--- config.mk ---
export PLATFORM = sky130hd
export DESIGN_NAME = hazard_control
export DESIGN_NICKNAME = d
export VERILOG_FILES = /design/src/rtl/hazard_control.sv
export SDC_FILE = /design/constraint.sdc
export NUM_CORES = 1
export LEC_CHECK = 0
export CORE_MARGIN = 2
export CORE_UTILIZATION = 35
export CTS_CLUSTER_DIAMETER = 200
export CTS_CLUSTER_SIZE = 8
export DETAILED_ROUTE_END_ITERATION = 12
export PLACE_DENSITY = 0.63
export SYNTH_ARGS = -nofsm -noshare
export SYNTH_HDL_FRONTEND = slang
export SYNTH_SLANG_ARGS = --single-unit
--- constraint.sdc ---
create_clock -name clk -period 2.96 [get_ports clk]
set_input_delay 0.444 -clock clk [delete_from_list [all_inputs] [get_ports clk]]
set_output_delay 0.444 -clock clk [all_outputs]
set_load 0.01 [all_outputs]
--- src/rtl/hazard_control.sv ---
// hazard_control
//   Pipeline hazard and sequencing controller for the five-stage core.
//   Detects load-use and MDU-busy hazards in ID, squashes the wrong path on
//   a taken branch in EX, tracks the multi-cycle multiply/divide unit with a
//   countdown, and keeps saturating stall/flush statistics.
//
// Parameters
//   MDU_LATENCY      cycles the MDU stays busy after an accepted start (1..31)
//
// Ports
//   clk, rst_n       core clock, asynchronous active-low reset
//   IDRs, IDRt       source register fields of the ID instruction
//   IDUsesRs/Rt      ID instruction actually reads rs / rt
//   IDMduStart       ID instruction is mult/multu/div/divu
//   IDReadsHiLo      ID instruction is mfhi/mflo/mthi/mtlo
//   EXMemRead        EX instruction is a load
//   EXWriteRegAddr   destination register of the EX instruction
//   BranchTakenEX    branch/jump in EX resolved taken
//   ClearStats       synchronous clear of both statistics counters
//   PCWriteEnable    PC load enable
//   IFIDWriteEnable  IF/ID write enable
//   IFIDFlush        IF/ID flush
//   IDEXFlush        ID/EX flush (bubble into EX)
//   MduBusy          MDU countdown is nonzero
//   StallCycles      saturating count of stalled cycles
//   FlushEvents      saturating count of taken-branch squashes
module hazard_control #(
  parameter int unsigned MDU_LATENCY = 8
) (
  input  logic        clk,
  input  logic        rst_n,
  input  logic [4:0]  IDRs,
  input  logic [4:0]  IDRt,
  input  logic        IDUsesRs,
  input  logic        IDUsesRt,
  input  logic        IDMduStart,
  input  logic        IDReadsHiLo,
  input  logic        EXMemRead,
  input  logic [4:0]  EXWriteRegAddr,
  input  logic        BranchTakenEX,
  input  logic        ClearStats,
  output logic        PCWriteEnable,
  output logic        IFIDWriteEnable,
  output logic        IFIDFlush,
  output logic        IDEXFlush,
  output logic        MduBusy,
  output logic [15:0] StallCycles,
  output logic [15:0] FlushEvents
);

  typedef enum logic [1:0] {
    CTRL_RESET,
    CTRL_SQUASH,
    CTRL_STALL,
    CTRL_RUN
  } ctrlMode_t;

  localparam logic [4:0] MduLoad = 5'(MDU_LATENCY);

  ctrlMode_t  mode;
  logic [4:0] mduCount;
  logic       loadUse;
  logic       mduHazard;
  logic       stall;
  logic       mduAccept;

  // Writes to $0 never create a dependency.
  always_comb begin
    loadUse = EXMemRead && (EXWriteRegAddr != '0) &&
              ((IDUsesRs && (EXWriteRegAddr == IDRs)) ||
               (IDUsesRt && (EXWriteRegAddr == IDRt)));
  end

  assign MduBusy   = (mduCount != '0);
  assign mduHazard = MduBusy && (IDMduStart || IDReadsHiLo);

  // A taken branch discards the ID instruction, so its hazards are moot.
  assign stall     = (loadUse || mduHazard) && !BranchTakenEX;

  // A squashed or stalled start must not launch the MDU.
  assign mduAccept = IDMduStart && !BranchTakenEX && !stall;

  // Reset is folded into the combinational mode so the pipeline is held
  // and flushed for as long as rst_n is low, not just at the edge.
  always_comb begin
    mode = CTRL_RUN;
    if (!rst_n)
      mode = CTRL_RESET;
    else if (BranchTakenEX)
      mode = CTRL_SQUASH;
    else if (stall)
      mode = CTRL_STALL;
  end

  always_comb begin
    PCWriteEnable   = 1'b1;
    IFIDWriteEnable = 1'b1;
    IFIDFlush       = 1'b0;
    IDEXFlush       = 1'b0;
    unique case (mode)
      CTRL_RESET: begin
        PCWriteEnable   = 1'b0;
        IFIDWriteEnable = 1'b0;
        IFIDFlush       = 1'b1;
        IDEXFlush       = 1'b1;
      end
      CTRL_SQUASH: begin
        IFIDFlush = 1'b1;
        IDEXFlush = 1'b1;
      end
      CTRL_STALL: begin
        PCWriteEnable   = 1'b0;
        IFIDWriteEnable = 1'b0;
        IDEXFlush       = 1'b1;
      end
      CTRL_RUN: ;
      default: ;
    endcase
  end

  always_ff @(posedge clk or negedge rst_n) begin
    if (!rst_n)
      mduCount <= '0;
    else if (mduAccept)
      mduCount <= MduLoad;
    else if (mduCount != '0)
      mduCount <= mduCount - 5'd1;
  end

  always_ff @(posedge clk or negedge rst_n) begin
    if (!rst_n)
      StallCycles <= '0;
    else if (ClearStats)
      StallCycles <= '0;
    else if (stall && (StallCycles != '1))
      StallCycles <= StallCycles + 16'd1;
  end

  always_ff @(posedge clk or negedge rst_n) begin
    if (!rst_n)
      FlushEvents <= '0;
    else if (ClearStats)
      FlushEvents <= '0;
    else if (BranchTakenEX && (FlushEvents != '1))
      FlushEvents <= FlushEvents + 16'd1;
  end

endmodule

==> results of run 1 <==
==> worst reg2reg max path, cell delays in order (launching register included) <==
cell      delay, ns
dfrtp_1        0.36
inv_1          0.07
ha_1           0.21
nor4b_4        0.15
clkinv_4       0.08
o21ai_4        0.08
a221oi_4       0.41
nand3_1        0.20
nor4_1         0.26
mux2_1         0.35
==> layout by cell type (no fill, tap or decap), types with 5 or more instances in the layout <==
cell type,count
inv_1,7
xor2_1,11
nor3_1,7
dfrtp_1,37
clkbuf_8,5
nand4_1,7
a21oi_1,7
xnor2_1,17
nand2_1,16
nor2_1,34
and3_1,6
clkdlybuf4s50_1,57
buf_4,9
nand3_1,11
o21ai_1,5
==> stage by stage <==
step                hold slack, ns  instance area [µm²]  cells  power (µW)  worst slack (ns)
floorplan                    0.148                 2190    231         809             0.740
global placement             0.541                 2880    364         926            0.0475
detailed placement           0.552                 2880    364         930            0.0143
CTS                          0.238                 3020    372        1450           0.00223
global route                 0.266                 3050    375        1530           0.00236
finish                       0.217                 3050    375        1450            0.0745
==> metal layers <==
layer	global-route usage	vias to the layer above	part of all wire
li1	-	947	-
met1	0.215	894	0.48
met2	0.233	51	0.46
met3	0.0308	4	0.043
met4	0.0447	0	0.012
met5	0	-	0
==> worst min-delay path by stage <==
stage | from | endpoint | slack, ns | depth (start not counted)
after floorplan | rst_n | FlushEvents[0]$_DFFE_PN0P_ | 0.15 | 0
after global placement | mduCount[4]$_DFFE_PN0P_ | mduCount[4]$_DFFE_PN0P_ | 0.54 | 1
after detailed placement | rst_n | mduCount[4]$_DFFE_PN0P_ | 0.55 | 2
after CTS | rst_n | mduCount[4]$_DFFE_PN0P_ | 0.24 | 2
after global routing | rst_n | mduCount[4]$_DFFE_PN0P_ | 0.27 | 2
final | rst_n | mduCount[4]$_DFFE_PN0P_ | 0.22 | 2
==> cell type report <==
type,count,area (µm²)
Multi-Input combinational cell,178,1190
Fill cell,555,2940
Clock buffer,5,68.8
Inverter,8,35.0
Timing Repair Buffer,69,668
Sequential cell,37,926
Tap cell,75,93.8
Clock inverter,3,65.1
==> flip-flops by register name, indices dropped and copies added (netlist names) <==
signal	count
FlushEvents	16
StallCycles	16
mduCount	5
==> power groups by stage <==
stage / clock network [µW] / logic [µW] / registers (µW)
6_report: 516 / 335 / 599
5_1_grt: 555 / 373 / 608
4_1_cts: 527 / 324 / 599
3_5_place_dp: 0 / 322 / 609
3_3_place_gp: 0 / 317 / 609
2_1_floorplan: 0 / 205 / 604
==> cells by family (layout without fill, tap and decap cells) <==
kind of cell,count (synthesis),after routing,share of synthesized area
adder cells (fa/ha/maj),4,4,0.0228
AO/OA/AOI/OAI,30,30,0.107
XOR/XNOR,28,28,0.112
buffers and inverters,16,85,0.0354
multiplexers,6,6,0.0314
flip-flops,37,37,0.423
AND/OR/NAND/NOR,110,110,0.268
==> repair_timing <==
action                     4_1_cts  5_1_grt
hold endpoints to repair         0        0
setup buffers                    0        3
setup endpoints to repair        0        3
gates resized for setup          0        3
==> flow_summary_export.csv, run 1 <==
group,metric,value,unit
clocking,clockBufferDepth,2,
synthesis,ys_warn_count,0,
global_route,grt_max_degree,38,
synthesis,ys_seq_area_frac,0.423,
synthesis,synth_area_leader_cell,"dfrtp_1",
setup_path,r2r_end,"StallCycles[8]$_DFFE_PN0P_",
synthesis,ys.flop_type,"dfrtp_1",
detailed_routing,num_vias,1896,
sta,setup_tns,0,ns
setup_path,critPathLaunch,"EXWriteRegAddr[3]",
synthesis,yosysTopAreaCellShare,0.423,
setup_path,critPathKind,"input pin to output port",
synthesis,synth-seq-cells,37,
clocking,cts_tree,"built",
final_layout,final_nets,327,
synthesis,syn_area_per_cell,9.48,µm²
synthesis,yosys.cell_count.top_type,"dfrtp_1",
setup_path,slowest_delay,0.56,ns
sta,max_freq,347,MHz
die,ios,61,
sta,period_needed,2.89,ns
sta,relSlewSlack,0.604,
setup_path,critPathBufInv,2,
power,power_density,476,mW/mm²
detailed_routing,drt-vias-per-instance,5.06,
sta,finalHoldViolCount,0,
global_route,grt_use_total,0.151,
synthesis,synthTopCellsByCount,"37 x dfrtp_1, 34 x nor2_1, 17 x xnor2_1",
power,power.leakage,0.00126,µW
power,clockPowerShare,0.356,
die,design.die.area,0.00691,mm²
sta,setup_viol,0,
sta,tightest_slew,0.592,ns
die,start_util,0.366,
die,dieWidth,83.1,µm
clocking,h-tree-depth,2,
setup_path,cp_slowest_cell,"or4_1",
clocking,numCtsBuffers,5,
sta,finalCritPeriodShare,0.975,
global_route,grt_pass1_vias,1783,
global_route,grt_pass1_wl,8710,µm
detailed_routing,finalWirelength,5270,µm
power,p_int,1060,µW
setup_path,reg2reg_depth,9,
clocking,cts-root-buf,"clkbuf_8",
setup_path,r2r_slack,0.66,ns
die,std_cell_rows,28,
synthesis,async_reset_ff_frac,1.00,
flow_run,maxCapViolations,0,
setup_path,worstPathMaxFanout,3,
status,status,"complete, no violations",
power,seqPwrFrac,0.413,
setup_path,endpoint,"IDEXFlush",
setup_path,crit_family,"buffers and inverters",
clocking,cts_sinks,37,
die,die_y,83.1,µm
placed_design,io_buffer_count,60,
global_route,grt_overflow_total,0,
final_layout,drive_gt1_frac,0.100,
setup_path,start_kind,"input pin",
clocking,ctsHoldBuffers,0,
placed_design,place.gp.congestion,0.792,
synthesis,synth_edf_count,0,
clocking,clkLatencyLatePin,0.29,ns
clocking,clk_pin_slew,0.08,ns
setup_path,cp.required,2.52,ns
setup_path,critPathCaptureType,"output port",
final_layout,area_delta_synth_final,39.1,%
detailed_routing,wl_per_cell,14.0,µm
detailed_routing,drtIter0Drc,88,
power,power_switching,391,µW
global_route,antenna_found_initial,0,
detailed_routing,post-route-drc-count,0,
setup_path,cp.arrival,2.44,ns
power,p_comb_frac,0.231,
synthesis,synth_cell_types,50,
sta,rsz0062_at_grt,"no",
sta,skew,0.00894,ns
power,p_sw_frac,0.269,
detailed_routing,drt_pass1_iterations,4,
die,core-area,0.00599,mm²
setup_path,r2r-start,"mduCount[0]$_DFFE_PN0P_",
setup_path,path_cells,"clkdlybuf4s50_1, or4_1, o21ai_2, o21ai_2, or2_1, clkdlybuf4s50_1",
detailed_routing,ant_nets,0,
synthesis,synth_nets,259,
synthesis,synth_area,0.00219,mm²
power,ir_drop,255,µV
setup_path,worst-path-stages,6,
placed_design,place_hpwl,3840,µm
synthesis,syn_inst,231,
synthesis,synthTopCellsByArea,"dfrtp_1 42%, xnor2_1 6.8%, nor2_1 5.8%, xor2_1 4.4%, nand2_1 2.7%",
min_path,worstHoldPathType,"input pin to async pin",
sta,slew_violations,0,
final_layout,num_antenna_cells,0,
final_layout,fin_util,0.509,
Note: power is estimated with default switching activity, not from simulation.
==> inputs of run 2 (changes only) <==
--- a/config.mk
+++ b/config.mk
@@ -10,7 +10,7 @@
 export CTS_CLUSTER_DIAMETER = 200
 export CTS_CLUSTER_SIZE = 8
 export DETAILED_ROUTE_END_ITERATION = 12
-export PLACE_DENSITY = 0.63
+export PLACE_DENSITY_LB_ADDON = 0.08
 export SYNTH_ARGS = -nofsm -noshare
 export SYNTH_HDL_FRONTEND = slang
 export SYNTH_SLANG_ARGS = --single-unit
==> run 2 against run 1 <==
Clock skew fell by 0.0026 ns. First-iteration DRC count shrank 31%. Count of clock-buffer cells in the layout increased by 1. Critical path type unchanged. Worst hold slack worse by 0.20 ns. Largest power group unchanged.
==> flow_summary_export.csv, run 2 (same netlist as run 1, synthesis figures left out) <==
group,metric,value,unit
status,status,"complete, no violations",
global_route,grt_pass1_vias,1827,
detailed_routing,drt_pass1_iterations,4,
final_layout,final_nets,326,
setup_path,crit_family,"buffers and inverters",
placed_design,place_hpwl,3930,µm
die,dieWidth,83.1,µm
sta,finalCritPeriodShare,0.893,
setup_path,start_kind,"input pin",
sta,setup_viol,0,
setup_path,cp.arrival,2.20,ns
final_layout,num_antenna_cells,0,
sta,slew_violations,0,
detailed_routing,post-route-drc-count,0,
global_route,grt_use_total,0.157,
final_layout,final_common_cell,"clkdlybuf4s50_1",
power,power.leakage,0.00122,µW
setup_path,reg2reg_depth,9,
setup_path,r2r-start,"mduCount[0]$_DFFE_PN0P_",
sta,finalHoldViolCount,0,
clocking,cts_tree,"built",
clocking,clk_pin_slew,0.07,ns
global_route,grt_max_degree,31,
final_layout,area_delta_synth_final,36.9,%
die,std_cell_rows,28,
setup_path,slowest_delay,0.54,ns
setup_path,endpoint,"IFIDWriteEnable",
placed_design,place_worst_setup_slack,-0.0196,ns
die,core-area,0.00599,mm²
setup_path,cp_slowest_cell,"or4_1",
setup_path,critPathCaptureType,"output port",
detailed_routing,wl_per_cell,14.2,µm
setup_path,path_cells,"clkdlybuf4s50_1, or4_1, o21ai_2, o21ai_4, a21boi_2, dlygate4sd2_1",
clocking,cts-root-buf,"clkbuf_8",
sta,tightest_slew,0.490,ns
final_layout,instances_no_fill,374,
global_route,antenna_found_initial,0,
global_route,grt_pass1_wl,8890,µm
sta,max_freq,378,MHz
sta,relSlewSlack,0.671,
global_route,grt_overflow_total,0,
setup_path,critPathLaunch,"EXWriteRegAddr[4]",
clocking,clkLatencyLatePin,0.29,ns
setup_path,worstPathMaxFanout,4,
power,finalPower,1280,µW
setup_path,worst-path-stages,6,
detailed_routing,drtIter0Drc,61,
detailed_routing,finalWirelength,5310,µm
placed_design,io_buffer_count,60,
power,ir_drop,228,µV
detailed_routing,ant_nets,0,
setup_path,critPathKind,"input pin to output port",
die,design.die.area,0.00691,mm²
placed_design,dp_cells,365,
final_layout,drive_gt1_frac,0.0970,
final_layout,final_cell_area,0.00300,mm²
min_path,worstHoldPathType,"input pin to async pin",
sta,rsz0062_at_grt,"no",
clocking,cts_sinks,37,
final_layout,reg_top3,"FlushEvents: 16 flops, StallCycles: 16 flops, mduCount: 5 flops",
sta,period_needed,2.64,ns
placed_design,place.gp.congestion,0.805,
flow_run,maxCapViolations,0,
die,start_util,0.366,
sta,worst_slack,0.317,ns
setup_path,critPathBufInv,2,
setup_path,r2r_end,"StallCycles[8]$_DFFE_PN0P_",
final_layout,final_cell_mix,"56 x clkdlybuf4s50_1, 37 x dfrtp_1, 34 x nor2_1",
final_layout,fillCellCount,578,
sta,setup_tns,0,ns
sta,skew,0.00632,ns
placed_design,place_area,0.00289,mm²
power,power_density,426,mW/mm²
die,die_y,83.1,µm
detailed_routing,drt-vias-per-instance,5.09,
die,ios,61,
setup_path,r2r_slack,0.69,ns
clocking,numCtsBuffers,5,
clocking,h-tree-depth,2,
detailed_routing,num_vias,1902,
setup_path,cp.required,2.52,ns
clocking,clockBufferDepth,2,
run 2: stage by stage:
stage / hold slack, ns / util
4_1_cts: 0.0159 / 0.497
6_report: 0.0125 / 0.501
2_1_floorplan: 0.148 / -
5_1_grt: 0.0260 / 0.501
3_3_place_gp: 0.324 / 0.482
3_5_place_dp: 0.331 / 0.482
run 2: timing repair:
item,4_1_cts,5_1_grt
resized for setup,1,5
pin swaps,1,2
setup buffers,1,0
hold buffers,0,0
endpoints found under the setup margin,2,2
run 2: final cells by class:
type,count,area [µm²],area share
multi-input cells,178,1200,0.401
flip-flops and latches,37,926,0.309
repair buffers,68,659,0.220
well taps,75,93.8,0.0313
clock buffers,6,72.6,0.0242
inverters,8,35.0,0.0117
clock inverters,2,10.0,0.00334
run 2: power by group:
group	total (µW)	switching, µW	internal [µW]
sequential	600	51.0	550
clock	345	182	163
combinational	331	159	172
total	1280	392	885
run 2: worst min-delay path by stage:
stage                      from                     endpoint  slack, ns  cells after the start
after global placement    rst_n  StallCycles[15]$_DFFE_PN0P_       0.32                      1
after floorplan           rst_n   FlushEvents[0]$_DFFE_PN0P_       0.15                      0
final                     rst_n  StallCycles[15]$_DFFE_PN0P_       0.01                      1
after global routing      rst_n  StallCycles[15]$_DFFE_PN0P_       0.03                      1
after detailed placement  rst_n  StallCycles[15]$_DFFE_PN0P_       0.33                      1
after CTS                 rst_n  StallCycles[15]$_DFFE_PN0P_       0.02                      1
run 2: metal layers:
metal | GRT usage | part of all wire
met1 | 0.225 | 0.50
met2 | 0.234 | 0.44
met3 | 0.0388 | 0.047
met4 | 0.0447 | 0.0096
met5 | 0 | 0
==> inputs of run 3 (changes only) <==
--- a/config.mk
+++ b/config.mk
@@ -5,7 +5,6 @@
 export SDC_FILE = /design/constraint.sdc
 export NUM_CORES = 1
 export LEC_CHECK = 0
-export CORE_MARGIN = 2
 export CORE_UTILIZATION = 35
 export CTS_CLUSTER_DIAMETER = 200
 export CTS_CLUSTER_SIZE = 8
==> constraint.sdc (replaced) <==
create_clock -name clk -period 2.8 [get_ports clk]
set_input_delay 0.42 -clock clk [delete_from_list [all_inputs] [get_ports clk]]
set_output_delay 0.42 -clock clk [all_outputs]
set_load 0.01 [all_outputs]
==> run 3 against run 2 <==
Register-to-register slack worse by 0.14 ns. Clock power is 5% higher. Via count shrank 0.58%. First-iteration DRC count up 8.2%. Non-clock buffer count grew 4. Combinational power up 4%. Cell count rose by 1.1%. Wire length down 2.3%. Count of clock-buffer cells in the layout is the same. Global-route usage grew 0.99 points. Critical path type unchanged. Worst hold slack improved by 0.22 ns.
==> flow_summary_export.csv, run 3 (same netlist as run 1, synthesis figures left out) <==
group,metric,value,unit
detailed_routing,drtIter0Drc,66,
die,std_cell_rows,28,
global_route,grt_use_total,0.166,
sta,relSlewSlack,0.588,
setup_path,worst-path-stages,6,
sta,holdWs,0.229,ns
detailed_routing,drt_pass1_iterations,4,
setup_path,critPathLaunch,"EXWriteRegAddr[3]",
detailed_routing,post-route-drc-count,0,
min_path,worstHoldPathType,"input pin to async pin",
die,core-area,0.00599,mm²
clocking,clk_pin_slew,0.08,ns
setup_path,cp.arrival,2.21,ns
setup_path,critPathCaptureType,"output port",
placed_design,io_buffer_count,60,
final_layout,fillCellCount,570,
setup_path,start_kind,"input pin",
sta,tightest_slew,0.617,ns
setup_path,critPathKind,"input pin to output port",
setup_path,r2r_end,"StallCycles[7]$_DFFE_PN0P_",
flow_run,maxCapViolations,0,
final_layout,drive_gt1_frac,0.102,
placed_design,dp_cells,369,
detailed_routing,num_vias,1891,
sta,skew,0.00778,ns
die,ios,61,
clocking,clockBufferDepth,2,
global_route,grt_overflow_total,0,
detailed_routing,ant_nets,0,
setup_path,reg2reg_depth,9,
detailed_routing,wl_per_cell,13.7,µm
setup_path,r2r-start,"mduCount[0]$_DFFE_PN0P_",
sta,slew_violations,0,
clocking,clkLatencyLatePin,0.29,ns
final_layout,final_common_cell,"clkdlybuf4s50_1",
clocking,cts_sinks,37,
power,ir_drop,229,µV
final_layout,multi_input_area,0.00119,mm²
die,start_util,0.366,
global_route,antenna_found_initial,0,
setup_path,cp_slowest_cell,"or4_1",
die,design.die.area,0.00658,mm²
setup_path,critPathBufInv,2,
placed_design,place.gp.congestion,0.792,
power,power_density,447,mW/mm²
setup_path,path_cells,"clkdlybuf4s50_1, or4_1, o21ai_2, o21ai_1, or2_1, dlygate4sd2_1",
clocking,cts-root-buf,"clkbuf_8",
detailed_routing,finalWirelength,5190,µm
die,die_y,81.1,µm
clocking,numCtsBuffers,5,
status,status,"complete, no violations",
die,dieWidth,81.1,µm
final_layout,num_antenna_cells,0,
final_layout,final_nets,330,
sta,finalCritPeriodShare,0.940,
power,power.leakage,0.00122,µW
clocking,h-tree-depth,2,
final_layout,reg_top3,"FlushEvents: 16 flops, StallCycles: 16 flops, mduCount: 5 flops",
sta,rsz0062_at_grt,"no",
global_route,grt_pass1_wl,8310,µm
global_route,grt_max_degree,38,
placed_design,place_hpwl,3840,µm
sta,max_freq,380,MHz
setup_path,slowest_delay,0.56,ns
final_layout,area_delta_synth_final,37.2,%
sta,finalHoldViolCount,0,
setup_path,cp.required,2.38,ns
final_layout,final_cell_mix,"56 x clkdlybuf4s50_1, 37 x dfrtp_1, 34 x nor2_1",
sta,setup_tns,0,ns
setup_path,r2r_slack,0.55,ns
setup_path,crit_family,"simple AND/OR/NAND/NOR gates",
setup_path,endpoint,"IDEXFlush",
global_route,grt_pass1_vias,1763,
detailed_routing,drt-vias-per-instance,5.00,
setup_path,worstPathMaxFanout,3,
final_layout,instances_no_fill,378,
sta,period_needed,2.63,ns
final_layout,seq_area,926,µm²
clocking,cts_tree,"built",
sta,setup_viol,0,
-- run 3: cell count changes in the layout (fill, tap and decap cells not counted), sizes merged --
| cell | previous run | this run |
|---|---|---|
| dlymetal6s2s | 2 | 0 |
| buf | 9 | 13 |
| dlygate4sd2 | 1 | 3 |
-- run 3: worst min path at each step --
stage	startpoint	endpoint	cells past startpoint
after detailed placement	rst_n	mduCount[3]$_DFFE_PN0P_	2
final	rst_n	mduCount[4]$_DFFE_PN0P_	2
after global placement	mduCount[4]$_DFFE_PN0P_	mduCount[4]$_DFFE_PN0P_	1
after floorplan	rst_n	FlushEvents[0]$_DFFE_PN0P_	0
after CTS	rst_n	mduCount[3]$_DFFE_PN0P_	2
after global routing	rst_n	mduCount[4]$_DFFE_PN0P_	2
-- run 3: layout make-up --
cell class	instances	share of cell area
Clock inverter	2	0.00333
Inverter	8	0.0117
Timing Repair Buffer	72	0.227
Clock buffer	6	0.0241
Multi-Input combinational cell	178	0.395
Tap cell	75	0.0312
Sequential cell	37	0.308
-- run 3: what timing repair did --
item	CTS	global route
setup endpoints to repair	3	0
hold buffers	0	0
gates resized for setup	3	0
setup buffers	1	0
-- run 3: power by group --
| group | total, µW | internal (µW) | leakage (µW) | switching (µW) |
|---|---|---|---|---|
| logic | 345 | 181 | 0.000675 | 165 |
| registers | 634 | 581 | 0.000504 | 53.2 |
| clock network | 363 | 173 | 0.0000450 | 191 |
-- run 3: through the flow --
stage | setup slack [ns] | utilization | instance area, µm² | power [µW]
finish | 0.168 | 0.502 | 3010 | 1340
detailed placement | -0.117 | 0.487 | 2920 | 994
floorplan | 0.604 | - | 2190 | 855
global route | 0.0717 | 0.502 | 3010 | 1420
global placement | -0.0771 | 0.487 | 2920 | 990
CTS | 0.155 | 0.502 | 3010 | 1370
-- run 3: metal layers --
layer	wire length, µm	up-vias	global-route usage	share of wire
li1	-	951	-	-
met1	2570	887	0.231	0.50
met2	2250	46	0.255	0.43
met3	294	7	0.0371	0.057
met4	69	0	0.0536	0.013
met5	0	-	0	0
